==> src/rtl/sdio_cd_debounce.sv <==
// -----------------------------------------------------------------------------
// sdio_cd_debounce
//
// Debounce and event stage for the SDIO card-detect / write-protect pin.
// Consumes the synchronised pin level and its rise/fall pulses from the
// upstream two-flop synchroniser / edge detector. A transition is accepted
// only after the pin has held its new level for debounce_cfg_i+1 cycles in
// a WAIT state. The block then updates the debounced level, emits an
// insert/remove pulse and sets a sticky pending bit for the register file.
//
// Ports:
//   clk_i          clock
//   rstn_i         asynchronous active-low reset
//   en_i           filter enable; when low, stable states hold and any
//                  in-progress wait falls back to its prior stable state
//   serial_i       synchronised pin level
//   r_edge_i       one-cycle rising-edge pulse
//   f_edge_i       one-cycle falling-edge pulse
//   debounce_cfg_i hold time in cycles minus 1, sampled at WAIT entry
//   polarity_i     0: high = card present, 1: low = card present
//   irq_en_i       {remove, insert} interrupt enables
//   irq_clr_i      {remove, insert} write-1 clear pulses for pend_o
//   level_o        debounced level (registered)
//   present_o      level_o ^ polarity_i (combinational)
//   insert_o       one-cycle pulse when present goes 0->1 on a commit
//   remove_o       one-cycle pulse when present goes 1->0 on a commit
//   pend_o         sticky pending bits {remove, insert}
//   irq_o          |(pend_o & irq_en_i) (combinational)
//   busy_o         high while in a WAIT state (registered)
//   glitch_cnt_o   saturating count of aborted transitions
// -----------------------------------------------------------------------------
module sdio_cd_debounce #(
  parameter int CNT_W    = 16,
  parameter int GLITCH_W = 8
) (
  input  logic                clk_i,
  input  logic                rstn_i,
  input  logic                en_i,
  input  logic                serial_i,
  input  logic                r_edge_i,
  input  logic                f_edge_i,
  input  logic [CNT_W-1:0]    debounce_cfg_i,
  input  logic                polarity_i,
  input  logic [1:0]          irq_en_i,
  input  logic [1:0]          irq_clr_i,
  output logic                level_o,
  output logic                present_o,
  output logic                insert_o,
  output logic                remove_o,
  output logic [1:0]          pend_o,
  output logic                irq_o,
  output logic                busy_o,
  output logic [GLITCH_W-1:0] glitch_cnt_o
);

  typedef enum logic [1:0] {
    STABLE_LO = 2'd0,
    WAIT_HI   = 2'd1,
    STABLE_HI = 2'd2,
    WAIT_LO   = 2'd3
  } state_t;

  state_t              state_reg, state_next;
  logic [CNT_W-1:0]    cnt_reg, cnt_next;
  logic                level_reg, level_next;
  logic                insert_reg, insert_next;
  logic                remove_reg, remove_next;
  logic [1:0]          pend_reg, pend_next;
  logic                busy_reg, busy_next;
  logic [GLITCH_W-1:0] glitch_reg, glitch_next;

  logic                commit;
  logic                abort;
  logic                new_present;

  // State register and all registered outputs.
  always_ff @(posedge clk_i or negedge rstn_i) begin
    if (!rstn_i) begin
      state_reg  <= STABLE_LO;
      cnt_reg    <= '0;
      level_reg  <= 1'b0;
      insert_reg <= 1'b0;
      remove_reg <= 1'b0;
      pend_reg   <= 2'b00;
      busy_reg   <= 1'b0;
      glitch_reg <= '0;
    end else begin
      state_reg  <= state_next;
      cnt_reg    <= cnt_next;
      level_reg  <= level_next;
      insert_reg <= insert_next;
      remove_reg <= remove_next;
      pend_reg   <= pend_next;
      busy_reg   <= busy_next;
      glitch_reg <= glitch_next;
    end
  end

  // Next-state logic. Inside a WAIT state the priority is:
  // disable (silent fall-back) > abort (glitch) > commit > count down.
  // The serial_i terms in the stable states let the filter resync to a pin
  // that moved while the filter was disabled or held in reset.
  always_comb begin
    state_next = state_reg;
    cnt_next   = cnt_reg;
    commit     = 1'b0;
    abort      = 1'b0;
    case (state_reg)
      STABLE_LO: begin
        if (en_i && (r_edge_i || serial_i)) begin
          state_next = WAIT_HI;
          cnt_next   = debounce_cfg_i;
        end
      end
      STABLE_HI: begin
        if (en_i && (f_edge_i || !serial_i)) begin
          state_next = WAIT_LO;
          cnt_next   = debounce_cfg_i;
        end
      end
      WAIT_HI: begin
        if (!en_i) begin
          state_next = STABLE_LO;
        end else if (f_edge_i || !serial_i) begin
          state_next = STABLE_LO;
          abort      = 1'b1;
        end else if (cnt_reg == '0) begin
          state_next = STABLE_HI;
          commit     = 1'b1;
        end else begin
          cnt_next = cnt_reg - CNT_W'(1);
        end
      end
      WAIT_LO: begin
        if (!en_i) begin
          state_next = STABLE_HI;
        end else if (r_edge_i || serial_i) begin
          state_next = STABLE_HI;
          abort      = 1'b1;
        end else if (cnt_reg == '0) begin
          state_next = STABLE_LO;
          commit     = 1'b1;
        end else begin
          cnt_next = cnt_reg - CNT_W'(1);
        end
      end
      default: begin
        state_next = STABLE_LO;
      end
    endcase
  end

  // Output logic.
  always_comb begin
    level_next = level_reg;
    if (commit) begin
      level_next = (state_next == STABLE_HI);
    end

    // Event direction follows the present value after the commit, under the
    // current polarity, so a polarity flip on its own never raises an event.
    new_present = level_next ^ polarity_i;
    insert_next = commit && new_present;
    remove_next = commit && !new_present;

    // Pending bits are set from the registered event pulses, so a clear that
    // lands in the cycle the pulse is visible loses against the set.
    pend_next = (pend_reg & ~irq_clr_i) | {remove_reg, insert_reg};

    glitch_next = glitch_reg;
    if (abort && (glitch_reg != {GLITCH_W{1'b1}})) begin
      glitch_next = glitch_reg + GLITCH_W'(1);
    end

    busy_next = (state_next == WAIT_HI) || (state_next == WAIT_LO);
  end

  assign level_o      = level_reg;
  assign present_o    = level_reg ^ polarity_i;
  assign insert_o     = insert_reg;
  assign remove_o     = remove_reg;
  assign pend_o       = pend_reg;
  assign irq_o        = |(pend_reg & irq_en_i);
  assign busy_o       = busy_reg;
  assign glitch_cnt_o = glitch_reg;

endmodule

==> config.mk <==
export PLATFORM = sky130hd
export DESIGN_NAME = sdio_cd_debounce
export DESIGN_NICKNAME = d
export VERILOG_FILES = /design/src/rtl/sdio_cd_debounce.sv
export SDC_FILE = /design/constraint.sdc
export NUM_CORES = 1
export LEC_CHECK = 0
export BUFFER_PORTS_ARGS = -buffer_cell sky130_fd_sc_hd__buf_2
export CORE_ASPECT_RATIO = 0.5
export CORE_MARGIN = 8
export CORE_UTILIZATION = 24
export CTS_CLUSTER_DIAMETER = 50
export CTS_CLUSTER_SIZE = 10
export DETAILED_ROUTE_END_ITERATION = 12
export HOLD_SLACK_MARGIN = 0.1
export PLACE_DENSITY = 0.5
export SETUP_SLACK_MARGIN = 0.02
export SLEW_MARGIN = 40
export SYNTH_ARGS = -nofsm -noshare
export SYNTH_HDL_FRONTEND = slang
export SYNTH_SLANG_ARGS = --single-unit
==> constraint.sdc <==
create_clock -name clk_i -period 3.15 [get_ports clk_i]
set_input_delay 0.315 -clock clk_i [delete_from_list [all_inputs] [get_ports clk_i]]
set_output_delay 0.315 -clock clk_i [all_outputs]
set_load 0.005 [all_outputs]
==> metrics.md, run 1 <==
| Metric | Value |
|---|---|
| Outcome | `completed` |
| Worst-Skew Late Latency | `0.27 ns` |
| Fin. max-slew vios | `0` |
| Worst path arrival time | `2.78 ns` |
| Setup Fix Bufs, Post-CTS | `0` |
| GPL Wtd Cong | `0.755` |
| CTS root buf | `clkbuf_16` |
| Metal2 WL | `2250 microns` |
| Initial Util | `24.7%` |
| CP endpoint kind | `flip-flop` |
| Setup TNS | `0 ns` |
| Antenna violations before repair | `0` |
| Dpl cells | `322` |
| Vias in the first global route | `1,509` |
| First-pass GRT wire length | `7490 microns` |
| Seq/Total Area, Yosys | `44.2%` |
| Area leader, netlist | `dfrtp_1` |
| Tcrit/Tclk final | `83.0%` |
| Non-Filler Instances | `331` |
| Routed Antenna Nets | `0` |
| Sink Count | `32` |
| Leak | `1.02 nW` |
| Sw Share | `31.2%` |
| Finished Cell Area | `2290 sq um` |
| Top-area cell type share of the netlist area | `44.2%` |
| Clock power frac | `36.0%` |
| Area of the die | `10,800 sq um` |
| Mean post-synth cell area | `9.59 sq um` |
| Share of layout cells above drive strength 1 | `26.4%` |
| Final Hold Violating Endpoints | `0` |
| Gr usage total | `8.32%` |
| Post-route worst setup slack | `0.537 ns` |
| Sequential share of power | `42.0%` |
| Gate power share | `22.0%` |
| Wire length on met1 | `2010 microns` |
| Vias | `1,553` |
| Worst reg2reg setup slack | `0.54 ns` |
| Final wirelength | `4430 microns` |
| Relative slew slack | `52.5%` |
| Cell area after synthesis | `1810 sq um` |
| Fmax | `383 MHz` |
| Drt drc | `0` |
| IO buf count | `42` |
| Core area | `7320 sq um` |
| #FFs+latches synth | `32` |
| Synth top area cells | `dfrtp_1, a21oi_1, nand2_1, xnor2_1, o22ai_1` |
| Standard-cell rows | `22` |
| Pwr Density | `664 nW/um^2` |
| RSZ-0062 raised after global routing | `no` |
| Final setup violation count | `0` |
| Total grt overflow | `0` |
| Post-Syn Nets | `218` |
| Area grow syn2layout | `26.2%` |
| CTS buffer count | `5` |
| Critical Path RT | `3.32 ns` |
| Highest routed metal layer | `met4` |
| Max-cap violations | `0` |
| Maximum number of pins on one net before global-route repair | `46` |
| Max FFs per register | `16` |
| HP Start | `irq_clr_i[1]` |
| Peak VDD IR | `0.242 mV` |
| Tightest Hold Check Type | `input pin to flip-flop` |
| Setup CP Type | `flip-flop to flip-flop` |
| DR WL met3 | `127 microns` |
| Die Wd | `139 microns` |
| P_sw | `0.473 mW` |
| Clk_skew | `0.00382 ns` |
| I/O pin cnt | `43` |
| Final Net Count | `263` |
| Reg2reg start | `cnt_reg[0]` |
| Pre-CTS setup slack | `0.534 ns` |
| Clock slew at reported path FFs | `0.05 ns` |
| CTS tree | `done` |
| Maximum fanout along the worst path | `14` |
| Worst Setup SP | `cnt_reg[0]` |
| Final Critical Period | `2.61 ns` |
| Gate Count Post-Synth | `189` |
| Ant. Diodes | `0` |
| Post-detail-place hpwl | `3260 microns` |
| Detailed Routing Iterations Pass 1 | `4` |
| Synth warn | `0` |
| Worst slew pin tran | `0.710 ns` |
| Setup crit start kind | `flip-flop` |
| Deepest clock path buffer count | `2` |
| Int Pwr | `1.05 mW` |
| H-tree Lvls | `2` |
| Leading cell types in the layout, fill and taps excluded | `buf_2, dfrtp_1, a21oi_1, nand2_1, nor2_1` |
| Chip height | `77.4 microns` |
| DR WL/cell | `13.4 microns` |
| Vias per cell | `4.69` |
| DP Area | `2110 sq um` |
| Most common cell after layout, fill and taps aside | `buf_2` |
| Cell variety after synth | `42` |
| Initial detailed-routing violation count | `86` |
==> cell type report <==
| cell class | count | area, sq um |
|---|---|---|
| repair buffers | 45 | 238 |
| clock buffers | 5 | 125 |
| fillers | 756 | 5030 |
| multi-input cells | 140 | 921 |
| clock inverters | 3 | 42.5 |
| inverters | 10 | 40.0 |
| flip-flops and latches | 32 | 801 |
| well taps | 96 | 120 |
==> synthesized netlist by cell type, drive strengths merged <==
cell type  number
a2111oi         1
a211oi          1
a21o            2
a21oi          25
a22o            1
a311oi          1
a31oi           1
a41oi           1
and3            4
buf             4
clkbuf          3
dfrtp          32
ha              2
inv            10
mux2            1
mux2i           1
nand2          22
nand3           4
nand4           5
nand4b          1
nor2           11
nor2b           1
nor3            4
nor3b           2
nor4            1
o2111a          1
o21ai           8
o22a            4
o22ai           8
o2bb2a          6
o31ai           1
o32ai           2
or3             5
or3b            4
or4             1
xnor2           6
xor2            2
==> per-stage QoR <==
step,power [mW],util [%],hold slack (ns)
2_1_floorplan,0.859,-,0.0194
3_3_place_gp,0.972,28.8,0.429
3_5_place_dp,0.985,28.8,0.439
4_1_cts,1.54,31.1,0.138
5_1_grt,1.63,31.2,0.313
6_report,1.52,31.2,0.311
==> cells by family after synthesis <==
logic type	Yosys count	share of synthesized area, %
multiplexers	2	1.17
adder cells (fa/ha/maj)	2	1.38
flip-flops	32	44.2
AND/OR/NAND/NOR	65	19.9
buffers and inverters	17	4.97
AO/OA/AOI/OAI	63	24.5
XOR/XNOR	8	3.87
==> worst max-delay path, cell delays in order, from the launching register on <==
cell	delay (ns)
dfrtp_1	0.40
inv_1	0.08
ha_1	0.20
or3b_1	0.41
nand4b_4	0.23
a211oi_4	0.67
buf_4	0.24
a21oi_2	0.04
o2bb2a_4	0.23
==> worst paths after layout <==
check,end,cells past startpoint
max,cnt_reg[12],8
min in group asynchronous,state_reg[1],2
min,pend_o[1],3
max in group asynchronous,cnt_reg[13],2
max reg2reg,cnt_reg[12],8
min reg2reg,pend_o[1],1
==> power by group through the flow <==
stage	Combinational [mW]	Clock, mW	Sequential (mW)
floorplan	0.240	0	0.619
global placement	0.333	0	0.639
detailed placement	0.339	0	0.646
CTS	0.341	0.563	0.638
global route	0.386	0.583	0.660
finish	0.334	0.546	0.638
==> routing by layer <==
layer,vias up,track usage (%)
li1,790,-
met1,743,9.80
met4,0,2.93
met5,-,0
met2,16,14.4
met3,4,2.38
==> timing repair <==
item                                   4_1_cts  5_1_grt
gates resized for setup                      0        0
endpoints found under the hold margin        0       32
hold buffers                                 0        1
Note: power is estimated with default switching activity, not from simulation.
==> run 2: changes to the inputs <==
clock period = 2.52 ns   (was 3.15 ns; I/O delays follow)
==> run 2 against run 1 <==
Worst setup slack worse by 0.27 ns; clock power is 25% higher; count of clock-buffer cells in the layout unchanged; critical path type unchanged; largest cell class unchanged.
==> metrics.md, run 2 (synthesized netlist as in run 1, its figures left out) <==
| Metric | Value |
|---|---|
| Clock power frac | `35.9% (was 36.0%)` |
| Share of layout cells above drive strength 1 | `26.4% (unchanged)` |
| Sequential share of power | `41.9% (was 42.0%)` |
| Initial Util | `24.7% (unchanged)` |
| Dpl cells | `322 (unchanged)` |
| Hold path depth | `3 (unchanged)` |
| Setup TNS | `0 ns (unchanged)` |
| Hold-fix buffers, CTS | `1 (was 0)` |
| Die Wd | `139 microns (unchanged)` |
| Max FFs per register | `16 (unchanged)` |
| Max-cap violations | `0 (unchanged)` |
| Area of the die | `10,800 sq um (unchanged)` |
| Final Hold Violating Endpoints | `0 (unchanged)` |
| Leak | `1.02 nW (about the same)` |
| Gate power share | `22.1% (was 22.0%)` |
| Sink Count | `32 (unchanged)` |
| Fin. max-slew vios | `0 (unchanged)` |
| Tcrit/Tclk final | `89.5% (was 83.0%)` |
| Hold EP | `pend_o[1] (unchanged)` |
| Ant. Diodes | `0 (unchanged)` |
| Worst slew pin tran | `0.683 ns (was 0.710 ns)` |
| DP Area | `2120 sq um (was 2110 sq um)` |
| Post-detail-place hpwl | `3130 microns (was 3260 microns)` |
| IO buf count | `42 (unchanged)` |
| Worst-Skew Late Latency | `0.28 ns (was 0.27 ns)` |
| Vias | `1,579 (was 1,553)` |
| I/O pin cnt | `43 (unchanged)` |
| Pwr Density | `827 nW/um^2 (was 664 nW/um^2)` |
| Reg2reg start | `cnt_reg[0] (unchanged)` |
| Most common cell after layout, fill and taps aside | `buf_2 (unchanged)` |
| Deepest clock path buffer count | `2 (unchanged)` |
| Maximum number of pins on one net before global-route repair | `46 (unchanged)` |
| Clock slew at reported path FFs | `0.05 ns (about the same)` |
| Critical Path RT | `2.67 ns (was 3.32 ns)` |
| Setup CP Type | `flip-flop to flip-flop (unchanged)` |
| HP Start | `irq_clr_i[1] (unchanged)` |
| Area grow syn2layout | `26.9% (was 26.2%)` |
| Routed Antenna Nets | `0 (unchanged)` |
| Maximum fanout along the worst path | `16 (was 14)` |
| Number of fill cells in the layout | `760 (was 756)` |
| Initial detailed-routing violation count | `86 (unchanged)` |
| Total grt overflow | `0 (unchanged)` |
| Antenna violations before repair | `0 (unchanged)` |
| Final Net Count | `263 (unchanged)` |
| DR WL/cell | `13.1 microns (was 13.4 microns)` |
| Relative slew slack | `54.3% (was 52.5%)` |
| RSZ-0062 raised after global routing | `no (unchanged)` |
| CP endpoint kind | `flip-flop (unchanged)` |
| Core area | `7320 sq um (unchanged)` |
| Post-layout util | `31.4% (was 31.2%)` |
| CTS buffer count | `5 (unchanged)` |
| Final Critical Period | `2.26 ns (was 2.61 ns)` |
| Finished Cell Area | `2300 sq um (was 2290 sq um)` |
| Final hold slack | `0.244 ns (was 0.311 ns)` |
| Standard-cell rows | `22 (unchanged)` |
| Vias per cell | `4.77 (was 4.69)` |
| Sw Share | `31.0% (was 31.2%)` |
| Worst path arrival time | `2.41 ns (was 2.78 ns)` |
| Worst r2r path cells | `8 (unchanged)` |
| H-tree Lvls | `2 (unchanged)` |
| RR Endpoint | `cnt_reg[15] (was cnt_reg[12])` |
| Tightest Hold Check Type | `input pin to flip-flop (unchanged)` |
| Setup Fix Bufs, Post-CTS | `0 (unchanged)` |
| Final wirelength | `4350 microns (was 4430 microns)` |
| Fmax | `443 MHz (was 383 MHz)` |
| Peak VDD IR | `0.263 mV (was 0.242 mV)` |
| Leading cell types in the layout, fill and taps excluded | `buf_2, dfrtp_1, a21oi_1, nand2_1, nor2_1 (unchanged)` |
| Worst reg2reg setup slack | `0.26 ns (was 0.54 ns)` |
| Setup crit start kind | `flip-flop (unchanged)` |
| Int Pwr | `1.31 mW (was 1.05 mW)` |
| Non-Filler Instances | `331 (unchanged)` |
| Vias in the first global route | `1,565 (was 1,509)` |
| Gr usage total | `8.48% (was 8.32%)` |
| Post-CTS sizing | `0 (unchanged)` |
| Drt drc | `0 (unchanged)` |
| Final setup violation count | `0 (unchanged)` |
| Clk_skew | `0.00784 ns (was 0.00382 ns)` |
| Outcome | `completed (unchanged)` |
| CTS root buf | `clkbuf_16 (unchanged)` |
| Chip height | `77.4 microns (unchanged)` |
| GPL Wtd Cong | `0.806 (was 0.755)` |
| Detailed Routing Iterations Pass 1 | `4 (unchanged)` |
| CTS tree | `done (unchanged)` |
| P_sw | `0.590 mW (was 0.473 mW)` |
| First-pass GRT wire length | `7580 microns (was 7490 microns)` |
-- run 2: cell counts in the layout (fill, tap and decap cells not counted) --
No cell type changed its count.
-- run 2: layout make-up --
cell class | instances | area [sq um] | area share [%]
multi-input combinational | 140 | 921 | 40.0
sequential | 32 | 801 | 34.8
timing repair buffer | 45 | 250 | 10.9
clock buffer | 5 | 125 | 5.44
tap | 96 | 120 | 5.22
clock inverter | 3 | 42.5 | 1.85
inverter | 10 | 40.0 | 1.74
-- run 2: worst max path at each step --
stage	start	to	slack, ns	cells past startpoint
after floorplan	cnt_reg[0]	cnt_reg[12]	0.36	8
final	cnt_reg[0]	cnt_reg[15]	0.26	8
after CTS	cnt_reg[0]	cnt_reg[9]	0.25	8
after global routing	cnt_reg[0]	cnt_reg[15]	0.11	8
after global placement	cnt_reg[0]	cnt_reg[10]	0.32	8
after detailed placement	cnt_reg[0]	cnt_reg[9]	0.26	8
-- run 2: metal layers --
| metal | track usage, % | up-vias | part of all wire, % |
|---|---|---|---|
| met1 | 10.1 | 754 | 47 |
| met5 | 0 | - | 0 |
| met2 | 14.1 | 25 | 48 |
| met3 | 2.38 | 6 | 3.1 |
| met4 | 3.91 | 0 | 1.9 |
| li1 | - | 794 | - |
-- run 2: per-stage QoR --
stage          setup slack [ns]  total power, mW
2_1_floorplan             0.364             1.07
3_3_place_gp              0.321             1.22
3_5_place_dp              0.260             1.23
4_1_cts                   0.250             1.93
5_1_grt                   0.112             2.04
6_report                  0.265             1.90
-- run 2: critical path: stages (launching register included) --
cell and delay [ns]:
dfrtp_1 0.39, inv_1 0.09, ha_1 0.21, or3b_1 0.42, nand4b_4 0.23, a211oi_4 0.27, buf_12 0.18, a21oi_1 0.05
o2bb2a_1 0.30
-- run 2: power by group through the flow --
stage,logic (mW),clock network [mW],registers [mW]
after floorplan,0.300,0,0.774
after CTS,0.428,0.701,0.799
after global routing,0.486,0.726,0.826
final,0.421,0.684,0.797
after global placement,0.422,0,0.797
after detailed placement,0.425,0,0.806
==> run 3: changes to the inputs <==
RECOVER_POWER = 50   (was unset)
==> run 3 against run 2 <==
Critical path depth stayed put; clock skew about the same; die area unchanged; fmax stayed put; worst setup slack stayed put; worst hold slack is the same; global-route usage unchanged; non-clock buffer count did not move; routed wire length about the same; register-to-register slack barely moved; via count did not move; largest power group unchanged.
==> metrics.md, run 3 (synthesized netlist as in run 1, its figures left out) <==
| Metric | Value |
|---|---|
| Hold path depth | `3 (unchanged)` |
| Initial Util | `24.7% (unchanged)` |
| Dpl cells | `322 (unchanged)` |
| Fmax | `443 MHz (unchanged)` |
| DP Area | `2120 sq um (unchanged)` |
| Leak | `1.02 nW (about the same)` |
| Clock slew at reported path FFs | `0.05 ns (about the same)` |
| Max-cap violations | `0 (unchanged)` |
| Vias in the first global route | `1,565 (unchanged)` |
| Fin. max-slew vios | `0 (unchanged)` |
| CTS root buf | `clkbuf_16 (unchanged)` |
| Ant. Diodes | `0 (unchanged)` |
| Setup crit start kind | `flip-flop (unchanged)` |
| Worst-Skew Late Latency | `0.28 ns (about the same)` |
| Worst r2r path cells | `8 (unchanged)` |
| Standard-cell rows | `22 (unchanged)` |
| Final Hold Violating Endpoints | `0 (unchanged)` |
| Critical Path RT | `2.67 ns (about the same)` |
| H-tree Lvls | `2 (unchanged)` |
| Vias per cell | `4.77 (unchanged)` |
| Reg area | `801 sq um (unchanged)` |
| Hold EP | `pend_o[1] (unchanged)` |
| Maximum fanout along the worst path | `16 (unchanged)` |
| Max incr delay on CP | `0.42 ns (about the same)` |
| DR WL/cell | `13.1 microns (about the same)` |
| Chip height | `77.4 microns (unchanged)` |
| Tightest Hold Check Type | `input pin to flip-flop (unchanged)` |
| Reg2reg start | `cnt_reg[0] (unchanged)` |
| CTS tree | `done (unchanged)` |
| GPL Wtd Cong | `0.806 (unchanged)` |
| Non-Filler Instances | `331 (unchanged)` |
| Int Pwr | `1.31 mW (about the same)` |
| Final setup violation count | `0 (unchanged)` |
| Worst reg2reg setup slack | `0.26 ns (about the same)` |
| Routed Antenna Nets | `0 (unchanged)` |
| Clk_skew | `0.00798 ns (was 0.00784 ns)` |
| Sequential share of power | `41.9% (about the same)` |
| Share of layout cells above drive strength 1 | `26.0% (was 26.4%)` |
| Max FFs per register | `16 (unchanged)` |
| Area grow syn2layout | `26.7% (was 26.9%)` |
| Tcrit/Tclk final | `89.5% (unchanged)` |
| Buf/Inv on CP | `2 (unchanged)` |
| Worst path arrival time | `2.41 ns (about the same)` |
| Final Power | `1.90 mW (about the same)` |
| Core area | `7320 sq um (unchanged)` |
| Deepest clock path buffer count | `2 (unchanged)` |
| Total grt overflow | `0 (unchanged)` |
| Maximum number of pins on one net before global-route repair | `46 (unchanged)` |
| Final Net Count | `263 (unchanged)` |
| Die Wd | `139 microns (unchanged)` |
| Number of fill cells in the layout | `762 (was 760)` |
| RR Endpoint | `cnt_reg[15] (unchanged)` |
| Leading cell types in the layout, fill and taps excluded | `buf_2, dfrtp_1, a21oi_1, nand2_1, nor2_1 (unchanged)` |
| Final hold slack | `0.244 ns (unchanged)` |
| Top Family by Delay on Critical Path | `simple AND/OR/NAND/NOR gates (unchanged)` |
| Initial detailed-routing violation count | `86 (unchanged)` |
| Worst slew pin tran | `0.825 ns (was 0.683 ns)` |
| Post-detail-place hpwl | `3130 microns (unchanged)` |
| Peak VDD IR | `0.263 mV (about the same)` |
| Most common cell after layout, fill and taps aside | `buf_2 (unchanged)` |
| Setup Fix Bufs, Post-CTS | `0 (unchanged)` |
| HP Start | `irq_clr_i[1] (unchanged)` |
| Clock power frac | `36.0% (was 35.9%)` |
| Detailed Routing Iterations Pass 1 | `4 (unchanged)` |
| Antenna violations before repair | `0 (unchanged)` |
| Finished Cell Area | `2300 sq um (about the same)` |
| First-pass GRT wire length | `7580 microns (unchanged)` |
| Drt drc | `0 (unchanged)` |
| Area of the die | `10,800 sq um (unchanged)` |
| Gate power share | `22.1% (about the same)` |
| Sw Share | `31.1% (was 31.0%)` |
| Setup CP Type | `flip-flop to flip-flop (unchanged)` |
| Sink Count | `32 (unchanged)` |
| Vias | `1,579 (unchanged)` |
| IO buf count | `42 (unchanged)` |
| Outcome | `completed (unchanged)` |
| Multi-input logic area | `921 sq um (unchanged)` |
| CP max stage cell | `or3b_1 (unchanged)` |
| Pwr Density | `828 nW/um^2 (was 827 nW/um^2)` |
| Final wirelength | `4340 microns (was 4350 microns)` |
| I/O pin cnt | `43 (unchanged)` |
| Gr usage total | `8.48% (unchanged)` |
| Critical path, cell by cell | `inv_1 > ha_1 > or3b_1 > nand4b_4 > a211oi_4 > buf_12 > a21oi_1 > o2bb2a_1 (unchanged)` |
| Relative slew slack | `45.0% (was 54.3%)` |
| CTS buffer count | `5 (unchanged)` |
| CP endpoint kind | `flip-flop (unchanged)` |
| RSZ-0062 raised after global routing | `no (unchanged)` |
| Final Critical Period | `2.26 ns (unchanged)` |
| Setup TNS | `0 ns (unchanged)` |
| P_sw | `0.591 mW (was 0.590 mW)` |
| Post-CTS sizing | `0 (unchanged)` |
-- run 3: changes by cell type in the layout (fill, tap and decap cells not counted) --
cell / previous run / this run
buf_2: 41 / 40
buf_4: 2 / 1
clkbuf_1: 0 / 1
clkbuf_2: 0 / 1
-- run 3: worst max path at each step --
stage                     startpoint     endpoint  slack (ns)  cells after the start
after global placement    cnt_reg[0]  cnt_reg[10]        0.32                      8
final                     cnt_reg[0]  cnt_reg[15]        0.26                      8
after floorplan           cnt_reg[0]  cnt_reg[12]        0.36                      8
after global routing      cnt_reg[0]  cnt_reg[15]        0.11                      8
after detailed placement  cnt_reg[0]   cnt_reg[9]        0.26                      8
after CTS                 cnt_reg[0]   cnt_reg[9]        0.25                      8
-- run 3: metrics by stage --
step	utilization, %	setup WS (ns)
4_1_cts	31.4	0.250
5_1_grt	31.4	0.112
3_5_place_dp	28.9	0.260
3_3_place_gp	28.9	0.321
6_report	31.4	0.265
2_1_floorplan	-	0.364
-- run 3: metal layers --
| layer | global-route usage [%] | wire length (microns) |
|---|---|---|
| met1 | 10.1 | 2040 |
| met2 | 14.1 | 2090 |
| met3 | 2.38 | 134 |
| met4 | 3.91 | 82 |
| met5 | 0 | 0 |
-- run 3: worst min-delay path, cell delays in order --
cell,delay (ns)
buf_2,0.10
inv_1,0.04
a21o_1,0.10
-- run 3: final cells by class --
type	count	area share, %
multi-input cells	140	40.1
clock inverters	3	1.85
flip-flops and latches	32	34.9
repair buffers	45	10.7
well taps	96	5.23
inverters	10	1.74
clock buffers	5	5.45
-- run 3: power groups by stage --
stage | Sequential, mW | Clock [mW] | Combinational (mW)
2_1_floorplan | 0.774 | 0 | 0.300
3_3_place_gp | 0.797 | 0 | 0.422
3_5_place_dp | 0.806 | 0 | 0.425
4_1_cts | 0.799 | 0.701 | 0.428
5_1_grt | 0.826 | 0.726 | 0.485
6_report | 0.797 | 0.684 | 0.420
-- run 3: what timing repair did --
action,CTS,global route
endpoints found under the setup margin,0,0
endpoints found under the hold margin,32,0
hold buffers,1,0
